<file path="config.mk">
export PLATFORM = sky130hd
export DESIGN_NAME = instr_fetch_seq
export DESIGN_NICKNAME = d
export VERILOG_FILES = /design/src/rtl/instr_fetch_seq.sv
export SDC_FILE = /design/constraint.sdc
export NUM_CORES = 1
export LEC_CHECK = 0
export BUFFER_PORTS_ARGS = -buffer_cell sky130_fd_sc_hd__buf_4
export CAP_MARGIN = 10
export CORE_UTILIZATION = 60
export DETAILED_ROUTE_END_ITERATION = 16
export GPL_TIMING_DRIVEN = 1
export PLACE_DENSITY = 0.78
export SETUP_SLACK_MARGIN = 0.02
export SLEW_MARGIN = 20
export SYNTH_ARGS = -nofsm -noshare
export SYNTH_HDL_FRONTEND = slang
export SYNTH_SLANG_ARGS = --single-unit
</file>
<file path="constraint.sdc">
create_clock -name clk -period 20.1 [get_ports clk]
set_clock_uncertainty 0.05 [all_clocks]
set_input_delay 4.02 -clock clk [delete_from_list [all_inputs] [get_ports clk]]
set_output_delay 4.02 -clock clk [all_outputs]
set_load 0.01 [all_outputs]
</file>
<file path="src/rtl/instr_fetch_seq.sv">
// ---------------------------------------------------------------------------
// instr_fetch_seq
//
// Small instruction-fetch sequencer. A program is loaded word by word into a
// local memory while the block is IDLE or DONE. A start pulse then runs the
// program from pc 0. One instruction is issued per cycle with zero-cycle
// fetch latency. The run ends in DONE when one of these happens:
//   - execution falls off the end of the program,
//   - a branch or fall-through targets a pc outside the loaded program
//     (err_range is set),
//   - the run-length watchdog expires (err_timeout is set).
//
// Optional feature: define IFS_BRANCH_CNT_EN to add output br_cnt, a
// saturating per-run count of taken branches.
//
// Ports:
//   clk           rising-edge clock
//   rst           synchronous, active-high reset
//   ld_we         program-load write strobe (ignored in RUN)
//   ld_addr       program-load word index
//   ld_data       program-load instruction word
//   start         single-cycle pulse that begins a run at pc 0
//   branch_taken  core's branch decision for the current instr
//   instr         instruction presented to the core (NOP outside RUN)
//   pc            byte address of instr
//   busy          high while in RUN
//   done          high while in DONE
//   err_range     sticky: the next pc fell outside the loaded program
//   err_timeout   sticky: the watchdog expired
//   cycle_cnt     instructions issued in the current or last run
//   br_cnt        taken branches in the current or last run
//                 (present only with IFS_BRANCH_CNT_EN)
// ---------------------------------------------------------------------------
module instr_fetch_seq #(
    parameter int DEPTH      = 16,
    parameter int ADDR_W     = 4,
    parameter int MAX_CYCLES = 1024
) (
    input  logic              clk,
    input  logic              rst,
    input  logic              ld_we,
    input  logic [ADDR_W-1:0] ld_addr,
    input  logic [31:0]       ld_data,
    input  logic              start,
    input  logic              branch_taken,
    output logic [31:0]       instr,
    output logic [31:0]       pc,
    output logic              busy,
    output logic              done,
    output logic              err_range,
    output logic              err_timeout,
    output logic [15:0]       cycle_cnt
`ifdef IFS_BRANCH_CNT_EN
    ,
    output logic [15:0]       br_cnt
`endif
);

    localparam logic [31:0] NOP       = 32'h0000_0013;
    localparam logic [6:0]  OP_BRANCH = 7'b110_0011;
    localparam logic [15:0] TO_LIMIT  = 16'(MAX_CYCLES - 1);

    // The memory is indexed directly by pc bits, so every index must be a
    // real word.
    if (DEPTH != 2**ADDR_W) begin : g_bad_depth
        $error("instr_fetch_seq: DEPTH must equal 2**ADDR_W");
    end

    typedef enum logic [1:0] {
        IDLE = 2'd0,
        RUN  = 2'd1,
        DONE = 2'd2
    } state_t;

    state_t state, state_nxt;

    logic [31:0]     mem [DEPTH];
    logic [ADDR_W:0] prog_len, prog_len_nxt;

    logic [31:0] pc_nxt;
    logic [15:0] cycle_cnt_nxt;
    logic        err_range_nxt, err_timeout_nxt;

    logic        ld_accept;
    logic        is_branch, take_branch;
    logic [31:0] imm_b, next_pc;
    logic        fall_off, range_bad, timeout_hit;

    // ---------------- program memory ----------------
    assign ld_accept = ld_we && (state != RUN);

    // NOTE: the program memory has no reset; only prog_len decides which
    // words are valid. This lets the array map onto plain RAM.
    always_ff @(posedge clk) begin
        if (ld_accept && !rst) begin
            mem[ld_addr] <= ld_data;
        end
    end

    // The program length grows to cover the highest loaded index. It is
    // computed from the incoming write, so a start in the same cycle as the
    // very first load is still accepted.
    always_comb begin
        prog_len_nxt = prog_len;
        if (ld_accept && (({1'b0, ld_addr} + 1'b1) > prog_len)) begin
            prog_len_nxt = {1'b0, ld_addr} + 1'b1;
        end
    end

    // ---------------- fetch and next-pc ----------------
    assign busy  = (state == RUN);
    assign done  = (state == DONE);
    assign instr = busy ? mem[pc[ADDR_W+1:2]] : NOP;

    assign is_branch   = (instr[6:0] == OP_BRANCH);
    assign take_branch = is_branch && branch_taken;
    assign imm_b       = {{19{instr[31]}}, instr[31], instr[7], instr[30:25],
                          instr[11:8], 1'b0};
    assign next_pc     = take_branch ? (pc + imm_b) : (pc + 32'd4);

    // Sequential flow that steps exactly one word past the program is a
    // normal end of run. Any other target at or beyond prog_len is an error,
    // including a taken branch that lands on that same word.
    assign fall_off    = !take_branch &&
                         (next_pc[31:2] == {{(30-ADDR_W-1){1'b0}}, prog_len});
    assign range_bad   = (next_pc[1:0] != 2'b00) ||
                         ((next_pc[31:2] >= {{(30-ADDR_W-1){1'b0}}, prog_len}) &&
                          !fall_off);
    assign timeout_hit = (cycle_cnt == TO_LIMIT);

    // ---------------- next-state / datapath ----------------
    // NOTE: every signal written below gets its hold value first, so no
    // path through the case statement leaves a signal unassigned and no
    // latch is inferred.
    always_comb begin
        state_nxt       = state;
        pc_nxt          = pc;
        cycle_cnt_nxt   = cycle_cnt;
        err_range_nxt   = err_range;
        err_timeout_nxt = err_timeout;

        unique case (state)
            IDLE, DONE: begin
                if (start && (prog_len_nxt != '0)) begin
                    state_nxt       = RUN;
                    pc_nxt          = '0;
                    cycle_cnt_nxt   = '0;
                    err_range_nxt   = 1'b0;
                    err_timeout_nxt = 1'b0;
                end
            end
            RUN: begin
                if (cycle_cnt != 16'hFFFF) begin
                    cycle_cnt_nxt = cycle_cnt + 16'd1;
                end
                if (range_bad) begin
                    err_range_nxt = 1'b1;
                end
                if (timeout_hit) begin
                    err_timeout_nxt = 1'b1;
                end
                // On any run-ending condition pc keeps the last issued address.
                if (range_bad || fall_off || timeout_hit) begin
                    state_nxt = DONE;
                end else begin
                    pc_nxt = next_pc;
                end
            end
            default: state_nxt = IDLE;
        endcase
    end

    // NOTE: state registers use non-blocking assignments, so every register
    // samples the values from before this edge regardless of statement order.
    always_ff @(posedge clk) begin
        if (rst) begin
            state       <= IDLE;
            pc          <= '0;
            prog_len    <= '0;
            cycle_cnt   <= '0;
            err_range   <= 1'b0;
            err_timeout <= 1'b0;
        end else begin
            state       <= state_nxt;
            pc          <= pc_nxt;
            prog_len    <= prog_len_nxt;
            cycle_cnt   <= cycle_cnt_nxt;
            err_range   <= err_range_nxt;
            err_timeout <= err_timeout_nxt;
        end
    end

`ifdef IFS_BRANCH_CNT_EN
    always_ff @(posedge clk) begin
        if (rst) begin
            br_cnt <= '0;
        end else if ((state != RUN) && start && (prog_len_nxt != '0)) begin
            br_cnt <= '0;
        end else if (busy && take_branch && (br_cnt != 16'hFFFF)) begin
            br_cnt <= br_cnt + 16'd1;
        end
    end
`endif

endmodule

</file>
; Word level (Yosys, flattened, before mapping)
; Memories as Yosys holds them, arrays and structs flattened. A register that Yosys moved wholly into a read port is not among the register bits.
; Index checks and enable logic that the tools add are counted.
[totals]
ff_bits = 57
latchBits = 0
mem_bits_rw = 512
romBits = 0
inputBits = 41
output_inout_bits = 84
wordCells = 70
memories = 1
[classes]
add_sub_neg = 4
mul = 0
div = 0
order_cmp = 2
eq_ne = 13
n_shift = 0
n_mux = 21
bitwise = 0
n_reduce_logical = 23
[mem_list]
columns = memory, words, word_bits, read_ports, rd_clocked_by_memory_dff, write_ports, line_no
row1 = mem, 16, 32, 1, 1, 1, 77  ; logic [31:0] mem [DEPTH];
[ops]
columns = op, count
row1 = 32-bit 2-to-1 mux, 4
row2 = 32-bit one-hot mux with 2 select lines, 1
row3 = "32-bit by 3-bit adder with 32-bit output, second input constant", 1
row4 = 32-bit adder, 1
row5 = 16-bit 2-to-1 mux, 2
row6 = 16-bit one-hot mux with 2 select lines, 1
row7 = 30-bit by 5-bit equality test with 1-bit output, 1
row8 = 30-bit by 5-bit >= comparator with 1-bit output, 1
row9 = "16-bit by 1-bit adder with 16-bit output, second input constant", 1
row10 = "16-bit by 10-bit equality test with 1-bit output, second input constant", 1
row11 = "16-bit inequality test, second input constant", 1
row12 = 3-bit AND reduction, 4
row13 = "2-bit by 1-bit inequality test with 1-bit output, second input constant", 5
row14 = 4-bit 2-to-1 mux, 2
row15 = "7-bit equality test, second input constant", 1
row16 = 1-bit logical AND, 7
row17 = "4-bit by 1-bit adder with 5-bit output, second input constant", 1
row18 = 5-bit greater-than comparator, 1
row19 = 1-bit 2-to-1 mux, 5
row20 = 5-bit 2-to-1 mux, 1
row21 = 5-bit nonzero test, 1
row22 = 2-bit 2-to-1 mux, 2
row23 = "2-bit inequality test, second input constant", 2
row24 = 1-bit one-hot mux with 2 select lines, 2
row25 = 9 further kinds, 14

; Depth between registers and ports, before layout
[depth]
word_depth = 16
ltp_mapped = 27
mapped_depth_nobuf = 20

; Worst setup path before layout
; No wires, ideal clock.
[synth_timing]
path_type = input -> register
start = input port ld_addr[2]
end = register cycle_cnt[10]
setup_ns = 0.128
t_arrival_ns = 7.449
required_time_ns = 19.922
setup_slack_ns = 12.474
cell_stages = 14
path_cell_list = clkbuf_1 nand3_1 xnor2_1 ha_1 nand4_1 nor2_1 nor2_1 a211oi_1 mux2_2 nor3_1 or2_2 clkbuf_1 clkbuf_1 nor2_1
[synth_via]
elab_chain_cells = 8
[synth_rtl]
columns = item, line_no
row1 = "start, declared", 42  ; input logic [ADDR_W-1:0] ld_addr,
row2 = 4-bit by 1-bit adder with 5-bit output (*), "105, 106"
row3 = 5-bit greater-than comparator, 105  ; if (ld_accept && (({1'b0, ld_addr} + 1'b1) > prog_len)) begin
row4 = 1-bit logical AND, 105
row5 = 5-bit 2-to-1 mux (*), 105
row6 = 5-bit nonzero test (*), 144  ; if (start && (prog_len_nxt != '0)) begin
row7 = 1-bit logical AND (*), 144
row8 = 2-bit inequality test (no source line) (*), -
row9 = 3-bit AND reduction (no source line) (*), -
row10 = "end signal, assigned", 187  ; cycle_cnt <= cycle_cnt_nxt;
row11 = "end, declared", 52  ; output logic [15:0] cycle_cnt
; Mark *: on every way between the ends. The rest lies on a longest branch, timed or not.
; A chain may end at the register's enable or synchronous reset.

==> summary.txt <==
Run status
  • Status: finished clean

Setup path
  • CP required: 16030 ps
  • FF-to-FF End: pc[1]
  • Crit. End Element: output pin
  • Critical path arrival: 4020 ps
  • R2R depth: 18
  • Crit Path Class: reg2out
  • Element type at the critical path start: flop
  • Critical Path Fanout Max: 48
  • Crit path to: instr[31]
  • FF-to-FF setup slack: 12570 ps

Synth
  • Syn. warnings: 0
  • Area contributors post-synth: edfxtp_1 (62%), mux4_2 (13%), dfxtp_1 (4.8%)
  • Number of distinct library cells after synthesis: 74
  • Async set-reset flop share out of synthesis: 0
  • Cell count after synthesis: 1481
  • Post-synth top flop: edfxtp_1
  • Syn Nets: 1569
  • Synthesized cell area: 24800 sq um
  • Syn Area/Cell: 16.7 sq um
  • Number of synthesized register bits: 572
  • Yosys top cell by area: edfxtp_1
  • Sequential element share of the synthesized area: 0.669
  • Number of flops mapped to enable cells by yosys: 512
  • Share of the synthesized area in the top cell type: 0.621

STA
  • Final TNS setup: 0 ps
  • Worst Max-Slew Pin Slew: 1020 ps
  • Final period utilization: 0.402
  • Final hold vios: 0
  • Final min period: 8090 ps
  • RSZ-0062 raised after global routing: false
  • Final setup margin: 12010 ps
  • Slew Limit Fails: 0
  • Fmax: 124 MHz
  • Worst rel slew slack: 0.310
  • Final setup viols: 0

GRT
  • Total grt overflow: 0
  • Number of antenna violations at the first check in global routing: 3
  • Vias in the first global route: 14400
  • Total GRT Usage: 0.295
  • First-pass GRT wire length: 89400 um
  • Largest net degree at the start of global routing: 54

Detailed routing
  • Via count: 14400
  • Antenna Nets Post-Route: 0
  • Drt wl/cell: 27.6 um
  • Pre-antenna DRT Iters: 5
  • Via/cell ratio: 6.54
  • Residual DRC count: 0
  • Final WL: 60600 um
  • 1st-iter DRT viols: 1499

Floorplanning
  • Die area: 42100 sq um
  • CORE AREA: 40700 sq um
  • IO Pins: 125
  • Initial Utilization: 0.608
  • Die height: 205 um
  • Die Width: 205 um
  • Core Rows: 74

Finish
  • Layout cells sized above 1: 0.254
  • Fillers: 2559
  • Nets: 1709
  • Area grow syn2layout: 14.5%

Min path
  • HP Class: reg2reg
  • Hold_sp: err_timeout

Pwr
  • Power Density: 91.0 nW/um^2
  • Maximum vdd drop: 0.139 mV
  • Leak Pwr: 9.47 nW

Clocking
  • Clk pin slew, worst setup/hold paths: 60 ps
  • Postcts setup bufs: 0
  • Max Root-Sink Buffers: 3
  • Root buffer cell: clkbuf_16
  • PostCTS Resize Cnt: 0
  • TritonCTS buffer count: 56
  • H-Tree Depth: 2
  • Hold-fix buffers, CTS: 0
  • CTS tree: yes
  • TritonCTS sink count: 572
  • Worst-Skew Late Latency: 600 ps

Job
  • Max_cap viols: 0

Place
  • Port Buffers: 123
  • Placement Setup Slack: 11810 ps
  • Placer Congestion: 0.884
  • DP HPWL: 33200 um
[logic make-up (layout without fill, tap and decap cells)]
family / count (synthesis) / count (layout) / share of synthesized area
AOI/OAI and AO/OA: 173 / 173 / 0.0454
and+or+nand+nor: 363 / 363 / 0.0767
other: 1 / 4 / 0.000151
DFF: 572 / 572 / 0.669
adders and majority gates: 47 / 47 / 0.0240
xor gates and xnor gates: 52 / 52 / 0.0184
muxes: 182 / 182 / 0.150
buffers and inverters: 91 / 272 / 0.0165
[layout by cell type (no fill, tap or decap), types with 11 or more instances in the layout]
| cell | count |
|---|---|
| inv_1 | 24 |
| mux2i_1 | 29 |
| and3_1 | 37 |
| and2_1 | 29 |
| nor2_1 | 63 |
| clkbuf_16 | 59 |
| a21o_1 | 12 |
| nand3_1 | 37 |
| xor2_1 | 26 |
| nor2_4 | 11 |
| nand2_1 | 75 |
| nand2b_1 | 12 |
| bufinv_16 | 12 |
| ha_1 | 46 |
| buf_4 | 146 |
| o21ai_0 | 35 |
| dfxtp_1 | 57 |
| edfxtp_1 | 512 |
| xnor2_1 | 26 |
| a21oi_1 | 59 |
| nor3_1 | 18 |
| mux4_2 | 145 |
| nand4_1 | 24 |
[state kept, by name (all words and copies together) (netlist names), named ones only]
register and flops:
mem 512, cycle_cnt 16, state 2, err_range 1
err_timeout 1, pc 31, prog_len 5
[worst min-delay path by stage]
stage                     depth (start not counted)           to  slack [ps]
after CTS                                         2  err_timeout         470
after global placement                            2  err_timeout         440
after detailed placement                          2  err_timeout         450
after global routing                              2  err_timeout         530
final                                             2  err_timeout         460
after floorplan                                   2  prog_len[3]         420
[per-stage QoR]
stage	instances	util	hold slack (ps)	area, sq um	power, mW
global route	2197	0.696	530	28400	2.65
finish	2197	0.696	464	28400	2.58
CTS	2194	0.696	467	28300	2.60
detailed placement	2095	0.647	453	26300	1.47
floorplan	1481	-	425	24800	1.41
global placement	2095	0.647	443	26300	1.47
[power breakdown]
| group | switching, mW | leakage (nW) | internal [mW] | total [mW] |
|---|---|---|---|---|
| sequential | 0.00511 | 5.10 | 1.30 | 1.31 |
| combinational | 0.0889 | 3.40 | 0.0488 | 0.138 |
| clock | 0.444 | 0.968 | 0.690 | 1.13 |
[synth_stat cells, drive strengths merged (5+ instances only)]
cell / n
dfxtp: 60
o211ai: 5
nor2b: 9
ha: 46
and4: 6
nor2: 75
and2: 30
a211oi: 7
nand4: 25
nor4: 9
or3: 6
nand3: 37
clkbuf: 37
nor4b: 5
buf: 28
nand2: 75
xnor2: 26
a21o: 12
nand2b: 12
mux4: 149
nor3: 22
o21ai: 36
and3: 37
a21oi: 59
mux2i: 29
inv: 26
edfxtp: 512
xor2: 26
a31oi: 8
o21a: 6
[cell type report]
| class | count | area, sq um | area share |
|---|---|---|---|
| antenna | 3 | 7.51 | 0.000265 |
| inverter | 26 | 97.6 | 0.00344 |
| tap | 532 | 666 | 0.0235 |
| multi-input combinational | 818 | 7890 | 0.278 |
| clock inverter | 36 | 503 | 0.0177 |
| sequential | 572 | 16600 | 0.585 |
| timing repair buffer | 147 | 1110 | 0.0390 |
| clock buffer | 63 | 1500 | 0.0529 |
[routing by layer]
layer,part of all wire,up-vias,global-route usage
met4,0.030,0,0.110
met1,0.38,7257,0.387
met3,0.085,133,0.0475
met5,0,-,0
li1,-,6210,-
met2,0.51,776,0.500
[critical path: stages, from the launching register on]
cell and delay (ps):
dfxtp_4 650, buf_4 680, mux4_2 580, nor2b_1 140, a211oi_1 270, a311o_1 320
inv_1 420, buf_4 290
(Power assumes the default switching activity.)
